$ cat config.mk
export PLATFORM = sky130hd
export DESIGN_NAME = piso_tx
export DESIGN_NICKNAME = d
export VERILOG_FILES = /design/src/rtl/serial_link_pkg.sv /design/src/rtl/bit_timer.sv /design/src/rtl/piso_tx.sv
export SDC_FILE = /design/constraint.sdc
export NUM_CORES = 1
export LEC_CHECK = 0
export BUFFER_PORTS_ARGS = -buffer_cell sky130_fd_sc_hd__buf_4
export CAP_MARGIN = 40
export CORE_MARGIN = 3
export CORE_UTILIZATION = 52
export DETAILED_ROUTE_END_ITERATION = 12
export GPL_ROUTABILITY_DRIVEN = 0
export HOLD_SLACK_MARGIN = 0.12
export PLACE_DENSITY_LB_ADDON = 0.05
export SYNTH_ARGS = -nofsm -noshare
export SYNTH_HDL_FRONTEND = slang
export SYNTH_SLANG_ARGS = --single-unit
$ cat constraint.sdc
create_clock -name clk -period 1.8 [get_ports clk]
set_input_delay 0.27 -clock clk [delete_from_list [all_inputs] [get_ports clk]]
set_output_delay 0.27 -clock clk [all_outputs]
set_load 0.02 [all_outputs]
$ cat src/rtl/serial_link_pkg.sv
// Shared definitions for the 16-bit serial link (PISO transmitter / SIPO receiver).
//   WORD_WIDTH         : native word width of the link
//   tx_state_t         : transmitter FSM states (IDLE / SHIFT)
//   IDLE_LEVEL_DEFAULT : serial line level when no frame is active
package serial_link_pkg;

  localparam int unsigned WORD_WIDTH = 16;

  typedef enum logic {
    ST_IDLE  = 1'b0,
    ST_SHIFT = 1'b1
  } tx_state_t;

  localparam logic IDLE_LEVEL_DEFAULT = 1'b0;

endpackage

$ cat src/rtl/bit_timer.sv
// Bit-period divider for the serial transmitter.
//   clk     : system clock, rising edge
//   rst     : synchronous reset, active low
//   enable  : count while high; counter held at 0 while low
//   bit_end : high in the last clk cycle of each bit period
module bit_timer #(
  parameter int unsigned CLKS_PER_BIT = 1
) (
  input  logic clk,
  input  logic rst,
  input  logic enable,
  output logic bit_end
);

  localparam int unsigned CW = (CLKS_PER_BIT > 1) ? $clog2(CLKS_PER_BIT) : 1;
  localparam logic [CW-1:0] DIV_MAX = CW'(CLKS_PER_BIT - 1);

  logic [CW-1:0] div_cnt_q, div_cnt_d;

  assign bit_end = enable && (div_cnt_q == DIV_MAX);

  always_comb begin
    div_cnt_d = div_cnt_q;
    if (!enable || bit_end) begin
      div_cnt_d = '0;
    end else begin
      div_cnt_d = div_cnt_q + CW'(1);
    end
  end

  always_ff @(posedge clk) begin
    if (!rst) begin
      div_cnt_q <= '0;
    end else begin
      div_cnt_q <= div_cnt_d;
    end
  end

endmodule

$ cat src/rtl/piso_tx.sv
// Parallel-in serial-out transmitter, MSB first, with a one-word hold buffer
// for gapless back-to-back frames.
//   clk        : system clock, rising edge
//   rst        : synchronous reset, active low
//   data_in    : word to transmit
//   data_valid : data_in valid (independent of data_ready)
//   data_ready : word can be accepted this cycle (combinational)
//   serial_out : serial data, MSB first
//   frame_out  : high while a word bit is driven
//   word_done  : one-cycle pulse after a word's last bit period
module piso_tx
  import serial_link_pkg::*;
#(
  parameter int unsigned WIDTH        = WORD_WIDTH,
  parameter int unsigned CLKS_PER_BIT = 1,
  parameter logic        IDLE_LEVEL   = IDLE_LEVEL_DEFAULT
) (
  input  logic             clk,
  input  logic             rst,
  input  logic [WIDTH-1:0] data_in,
  input  logic             data_valid,
  output logic             data_ready,
  output logic             serial_out,
  output logic             frame_out,
  output logic             word_done
);

  localparam int unsigned BCW = $clog2(WIDTH);
  localparam logic [BCW-1:0] BIT_MAX = BCW'(WIDTH - 1);

  tx_state_t        state_q, state_d;
  logic [WIDTH-1:0] shift_q, shift_d;
  logic [BCW-1:0]   bit_cnt_q, bit_cnt_d;
  logic [WIDTH-1:0] hold_q, hold_d;
  logic             hold_full_q, hold_full_d;
  logic             word_done_q, word_done_d;

  logic bit_end;
  logic xfer;
  logic last;

  bit_timer #(
    .CLKS_PER_BIT(CLKS_PER_BIT)
  ) u_bit_timer (
    .clk    (clk),
    .rst    (rst),
    .enable (state_q == ST_SHIFT),
    .bit_end(bit_end)
  );

  assign data_ready = rst & ~hold_full_q;
  assign xfer       = data_valid & data_ready;
  assign last       = (state_q == ST_SHIFT) && (bit_cnt_q == '0) && bit_end;

  assign serial_out = (state_q == ST_SHIFT) ? shift_q[WIDTH-1] : IDLE_LEVEL;
  assign frame_out  = (state_q == ST_SHIFT);
  assign word_done  = word_done_q;

  always_comb begin
    state_d     = state_q;
    shift_d     = shift_q;
    bit_cnt_d   = bit_cnt_q;
    hold_d      = hold_q;
    hold_full_d = hold_full_q;
    word_done_d = 1'b0;

    unique case (state_q)
      ST_IDLE: begin
        if (xfer) begin
          shift_d   = data_in;
          bit_cnt_d = BIT_MAX;
          state_d   = ST_SHIFT;
        end
      end
      ST_SHIFT: begin
        if (last) begin
          word_done_d = 1'b1;
          if (hold_full_q) begin
            // Held word takes priority; any concurrent transfer refills hold.
            shift_d     = hold_q;
            bit_cnt_d   = BIT_MAX;
            hold_full_d = 1'b0;
            if (xfer) begin
              hold_d      = data_in;
              hold_full_d = 1'b1;
            end
          end else if (xfer) begin
            shift_d   = data_in;
            bit_cnt_d = BIT_MAX;
          end else begin
            state_d = ST_IDLE;
          end
        end else begin
          if (bit_end) begin
            shift_d   = {shift_q[WIDTH-2:0], 1'b0};
            bit_cnt_d = bit_cnt_q - BCW'(1);
          end
          if (xfer) begin
            hold_d      = data_in;
            hold_full_d = 1'b1;
          end
        end
      end
    endcase
  end

  always_ff @(posedge clk) begin
    if (!rst) begin
      state_q     <= ST_IDLE;
      shift_q     <= '0;
      bit_cnt_q   <= '0;
      hold_q      <= '0;
      hold_full_q <= 1'b0;
      word_done_q <= 1'b0;
    end else begin
      state_q     <= state_d;
      shift_q     <= shift_d;
      bit_cnt_q   <= bit_cnt_d;
      hold_q      <= hold_d;
      hold_full_q <= hold_full_d;
      word_done_q <= word_done_d;
    end
  end

endmodule

==> qor.yml, run 1 <==
timing:
  skew_ns: 0.00577
  hold_violations: 0
  worst_hold_slack_ns: 0.216
  setup_violations: 0
  fmax_ghz: 0.558
  finalMaxSlewViolations: 0
  rsz0062_at_grt: "yes"
  min_period_ns: 1.79
  fin_crit_sh_pct: 99.6
placed_design:
  dp_hpwl_um: 3870
  dp.cells: 338
  portBuffers: 22
logic_synthesis:
  yosysWarnings: 0
  synth_most_common_cell: "nand2_1"
  synth_area_leaders: "dfxtp_1 (38%), nand2_1 (8.7%), mux2i_1 (8.1%)"
  synth.largest_area_cell: "dfxtp_1"
  yosys-top-cells-count: "nand2_1 (49), dfxtp_1 (40), nor2_1 (32)"
  synth.ff_latch_count: 40
  synthCells: 265
  async_reset_ff_share_pct: 0
  ys_types: 42
  netlist_area_um2: 2100
  synth_area_per_cell_um2: 7.94
  synth-main-ff-cell: "dfxtp_1"
  syn-num-nets: 286
  synth_edf_count: 0
  synth_top_area_share_pct: 38.1
  seq_area_frac_synth_pct: 38.1
drt:
  dr_total_vias: 2037
  vias_per_cell: 5.80
  first_pass_iters: 5
  drtIter0Drc: 236
  wl_per_cell_um: 15.6
  ant_nets: 0
  drc: 0
  routed_wl_um: 5470
grt:
  grt_pass1_wl_um: 9040
  grt-ovfl-total: 0
  grt_pass1_vias: 1868
  antenna_found_initial: 0
  track_usage_pct: 23.0
  grt_max_degree: 18
floorplanning:
  row_count: 22
  coreArea_um2: 3770
  fp.dieW_um: 69.6
  die-area_um2: 4840
  initial_core_util_pct: 55.8
  die_y_um: 69.6
  io_pins: 23
critical_path:
  crit_path_start_kind: "register"
  r2r_setup_slack_ns: 0.008
  arrival_ns: 2.02
  critPathSlowestCell: "or3b_4"
  max_stage_delay_ns: 0.42
  critical_path.cell_chain: "inv_4 > ha_4 > or3b_4 > nand2b_4 > or4_4 > a31oi_1"
  critical_path_class: "register to register"
  path_max_fanout: 7
  crit_required_ns: 2.03
  r2r-start: "bit_cnt_q[0]$_SDFFE_PN0P_"
  startpoint: "bit_cnt_q[0]$_SDFFE_PN0P_"
  crit_path_end_kind: "register"
clocking:
  insertion_delay_ns: 0.30
  cts_sinks: 40
  clockBufferDepth: 2
  cts.clk_slew.worst_paths_ns: 0.08
  cts_root_buffer: "clkbuf_8"
  cts_tree: "built"
  htreeDepth: 2
  tritoncts.num_buffers: 5
final_layout:
  drive_above_1_share_pct: 24.8
  final_cell_count_no_fill: 351
  area_delta_synth_final_pct: 23.6
  nets: 323
  diodes: 0
  nFillCells: 326
pwr:
  p_per_area_nw_per_um2: 874
  power.leakage_nw: 1.14
  irDropWorstVdd_mv: 0.497
job:
  maxCapViolCount: 0
hold_path:
  min-delay-start: "data_in[11]"
  hp-class: "input pin to register"
run_status:
  run_status: "finished, final reports clean"
[worst paths after layout]
check | cells past startpoint | to
min reg2reg | 2 | hold_q[0]$_SDFFE_PN0P_
max reg2reg | 6 | shift_q[5]$_SDFFE_PN0P_
min | 3 | hold_q[11]$_SDFFE_PN0P_
max | 6 | shift_q[5]$_SDFFE_PN0P_
[power breakdown]
group	total, W	switching (W)	internal, W
Clock	0.000613	0.000301	0.000313
Sequential	0.00101	0.0000559	0.000956
Combinational	0.000648	0.000344	0.000303
[stage by stage]
| stage | setup TNS (ns) | util (%) | power [W] | setup slack (ns) | cell area, um^2 |
|---|---|---|---|---|---|
| after floorplan | -1.02 | - | 0.00143 | -0.102 | 2140 |
| after CTS | 0 | 67.5 | 0.00224 | 0.00826 | 2540 |
| final | 0 | 68.9 | 0.00227 | 0.00782 | 2600 |
| after detailed placement | -0.288 | 64.6 | 0.00163 | -0.116 | 2440 |
| after global placement | 0 | 64.6 | 0.00162 | 0.0116 | 2440 |
| after global routing | -0.233 | 68.9 | 0.00240 | -0.0679 | 2600 |
[critical path, delay by kind of cell, from the launching register on]
kind | cells | cell delay, ns
simple gates | 3 | 1.03
flops | 1 | 0.34
compound gates | 1 | 0.17
fa+ha+maj | 1 | 0.13
buf+inv | 1 | 0.07
[metal layers]
metal / vias up / share of wire (%) / global-route usage (%)
li1: 1010 / - / -
met1: 944 / 47 / 32.7
met2: 74 / 44 / 34.3
met3: 9 / 6.5 / 4.20
met4: 0 / 1.8 / 8.89
met5: - / 0 / 0
[logic make-up (layout without fill, tap and decap cells)]
logic type	count (synthesis)	after routing	synth area share (%)
AOI/OAI and AO/OA	54	54	19.2
adders and majority gates	2	2	1.19
buffers and inverters	26	64	5.53
DFF	40	40	38.1
muxes	17	17	8.09
other	1	1	0.178
and+or+nand+nor	125	125	27.8
[repair_timing]
| item | 4_1_cts | 5_1_grt |
|---|---|---|
| hold buffers | 0 | 0 |
| pin swaps | 1 | 7 |
| buffers inserted | 1 | 4 |
| endpoints found under the setup margin | 7 | 22 |
| gates resized for setup | 3 | 8 |
[sequential cells by signal (all words and copies together) (netlist names)]
name / cells
hold_full_q: 1
word_done: 1
shift_q: 16
frame_out: 1
hold_q: 16
u_bit_timer.div_cnt_q: 1
bit_cnt_q: 4
[area by class of cell]
class	count	area [um^2]	share of cell area [%]
clock buffers	8	90.1	3.46
multi-input cells	199	1230	47.4
flip-flops and latches	40	807	31.0
repair buffers	51	390	15.0
inverters	5	21.3	0.818
well taps	48	60.1	2.31
[cells in the final DEF (no fill, tap or decap), types with 5 or more instances in the layout]
| cell type | n |
|---|---|
| a31oi_1 | 5 |
| a22oi_1 | 5 |
| a32o_1 | 6 |
| a21oi_1 | 7 |
| dfxtp_1 | 37 |
| o21ai_0 | 14 |
| mux2i_1 | 17 |
| nor2_1 | 32 |
| clkbuf_8 | 6 |
| nand2_1 | 49 |
| nand3_1 | 6 |
| nor3_1 | 14 |
| buf_4 | 49 |
Note: power is estimated with default switching activity, not from simulation.
==> inputs of run 2 (changes only) <==
==> constraint.sdc (replaced) <==
create_clock -name clk -period 1.8 [get_ports clk]
set_input_delay 0.27 -clock clk [delete_from_list [all_inputs] [get_ports clk]]
set_output_delay 0.27 -clock clk [all_outputs]
set_load 0.1 [all_outputs]
==> qor.yml, run 2 (same netlist as run 1, synthesis figures left out) <==
run_status:
  run_status: "finished, final reports clean"  # unchanged
clocking:
  cts_root_buffer: "clkbuf_8"  # unchanged
  cts_sinks: 40  # unchanged
  hold_buffers: 0  # unchanged
  cts.clk_slew.worst_paths_ns: 0.08  # about the same
  clockBufferDepth: 2  # unchanged
  insertion_delay_ns: 0.29  # was 0.30 ns
  cts_tree: "built"  # unchanged
  tritoncts.num_buffers: 5  # unchanged
  htreeDepth: 2  # unchanged
floorplanning:
  die-area_um2: 4840  # unchanged
  coreArea_um2: 3770  # unchanged
  die_y_um: 69.6  # unchanged
  io_pins: 23  # unchanged
  fp.dieW_um: 69.6  # unchanged
  row_count: 22  # unchanged
  initial_core_util_pct: 55.8  # unchanged
final_layout:
  final_common_cell: "nand2_1"
  multiInputGateArea_um2: 1240  # was 1230 um^2
  nFillCells: 303  # was 326
  nets: 317  # was 323
  area_delta_synth_final_pct: 22.6  # was 23.6%
  final-seq-area_um2: 808  # was 807 um^2
  final_cell_mix: "nand2_1 (49), buf_4 (43), dfxtp_1 (36)"  # was nand2_1 (49), buf_4 (49), dfxtp_1 (37)
  final_cell_count_no_fill: 345  # was 351
  drive_above_1_share_pct: 23.6  # was 24.8%
  top_regs: "hold_q (16), shift_q (16), bit_cnt_q (4)"  # unchanged
  diodes: 0  # unchanged
timing:
  layout_setup_ws_ns: 0.00602  # was 0.00782 ns
  skew_ns: 0.00858  # was 0.00577 ns
  finalMaxSlewViolations: 0  # unchanged
  hold_violations: 0  # unchanged
  worst_hold_slack_ns: 0.215  # was 0.216 ns
  min_period_ns: 1.79  # about the same
  fin_setup_tns_ns: 0  # unchanged
  fmax_ghz: 0.557  # was 0.558 GHz
  setup_violations: 0  # unchanged
  rsz0062_at_grt: "yes"  # unchanged
  fin_crit_sh_pct: 99.7  # was 99.6%
placed_design:
  portBuffers: 22  # unchanged
  dp.cells: 335  # was 338
  dp_hpwl_um: 4030  # was 3870 um
  place_ws_ns: -0.0527  # was -0.116 ns
drt:
  ant_nets: 0  # unchanged
  drtIter0Drc: 201  # was 236
  routed_wl_um: 5680  # was 5470 um
  wl_per_cell_um: 16.5  # was 15.6 um
  dr_total_vias: 2031  # was 2,037
  vias_per_cell: 5.89  # was 5.80
  first_pass_iters: 6  # was 5
  drc: 0  # unchanged
grt:
  grt_max_degree: 17  # was 18
  grt-ovfl-total: 0  # unchanged
  track_usage_pct: 23.6  # was 23.0%
  grt_pass1_wl_um: 9110  # was 9040 um
  grt_pass1_vias: 1889  # was 1,868
  antenna_found_initial: 0  # unchanged
critical_path:
  crit_required_ns: 2.02  # was 2.03 ns
  critical_path.cell_chain: "inv_2 > ha_4 > or3b_4 > nand2b_4 > or4_1 > a31oi_1"  # was inv_4 > ha_4 > or3b_4 > nand2b_4 > or4_4 > a31oi_1
  crit_path_start_kind: "register"  # unchanged
  crit_path_end_kind: "register"  # unchanged
  max_stage_delay_ns: 0.41  # was 0.42 ns
  path_max_fanout: 7  # unchanged
  critical_path_class: "register to register"  # unchanged
  critPathSlowestCell: "or3b_4"  # unchanged
  arrival_ns: 2.01  # was 2.02 ns
pwr:
  irDropWorstVdd_mv: 0.509  # was 0.497 mV
  power.leakage_nw: 1.11  # was 1.14 nW
  p_per_area_nw_per_um2: 897  # was 874 nW/um^2
  power.total_w: 0.00231  # was 0.00227 W
job:
  maxCapViolCount: 0  # unchanged
hold_path:
  hp-class: "input pin to register"  # unchanged
## run 2: cell types whose count changed in the layout (fill, tap and decap cells not counted), sizes merged
cell,delta
buf,-6
## run 2: per-layer routing
layer	share of wire, %	vias up	global-route usage, %
li1	-	1001	-
met1	46	939	32.5
met2	46	83	35.5
met3	6.3	8	4.93
met4	1.2	0	9.98
met5	0	-	0
## run 2: stage by stage
stage                     util [%]  area, um^2
final                         68.4        2580
after global placement        64.8        2440
after global routing          68.4        2580
after detailed placement      64.8        2440
after CTS                     67.4        2540
after floorplan                  -        2140
## run 2: path summary, 6_finish.rpt
kind | startpoint | end | slack, ns | cells past startpoint
setup / recovery | bit_cnt_q[1]$_SDFFE_PN0P_ | shift_q[15]$_SDFFE_PN0P_ | 0.006 | 6
hold / removal | data_in[12] | hold_q[12]$_SDFFE_PN0P_ | 0.21 | 3
setup reg to reg | bit_cnt_q[1]$_SDFFE_PN0P_ | shift_q[15]$_SDFFE_PN0P_ | 0.006 | 6
hold reg to reg | hold_q[4]$_SDFFE_PN0P_ | hold_q[4]$_SDFFE_PN0P_ | 0.50 | 2
## run 2: layout make-up
class                           instances  area share [%]
Clock buffer                            8            3.49
Timing Repair Buffer                   45            14.1
Sequential cell                        40            31.3
Multi-Input combinational cell        199            48.0
Tap cell                               48            2.33
Inverter                                5           0.728
## run 2: repair_timing
action | in CTS | in global routing
setup buffers | 0 | 2
endpoints found under the hold margin | 0 | 0
gates cloned | 0 | 0
gates resized for setup | 2 | 6
pin swaps | 0 | 7
setup endpoints to repair | 6 | 15
## run 2: power by group
group	total [W]	internal, W	switching, W
Combinational	0.000681	0.000291	0.000390
Clock	0.000619	0.000313	0.000306
Sequential	0.00101	0.000956	0.0000563
## run 2: worst max-delay path: cells and delay by family (launching register included)
kind,cells,cell delay [ns]
compound gates,1,0.15
simple gates,3,1.01
buf+inv,1,0.09
fa+ha+maj,1,0.15
flops,1,0.33
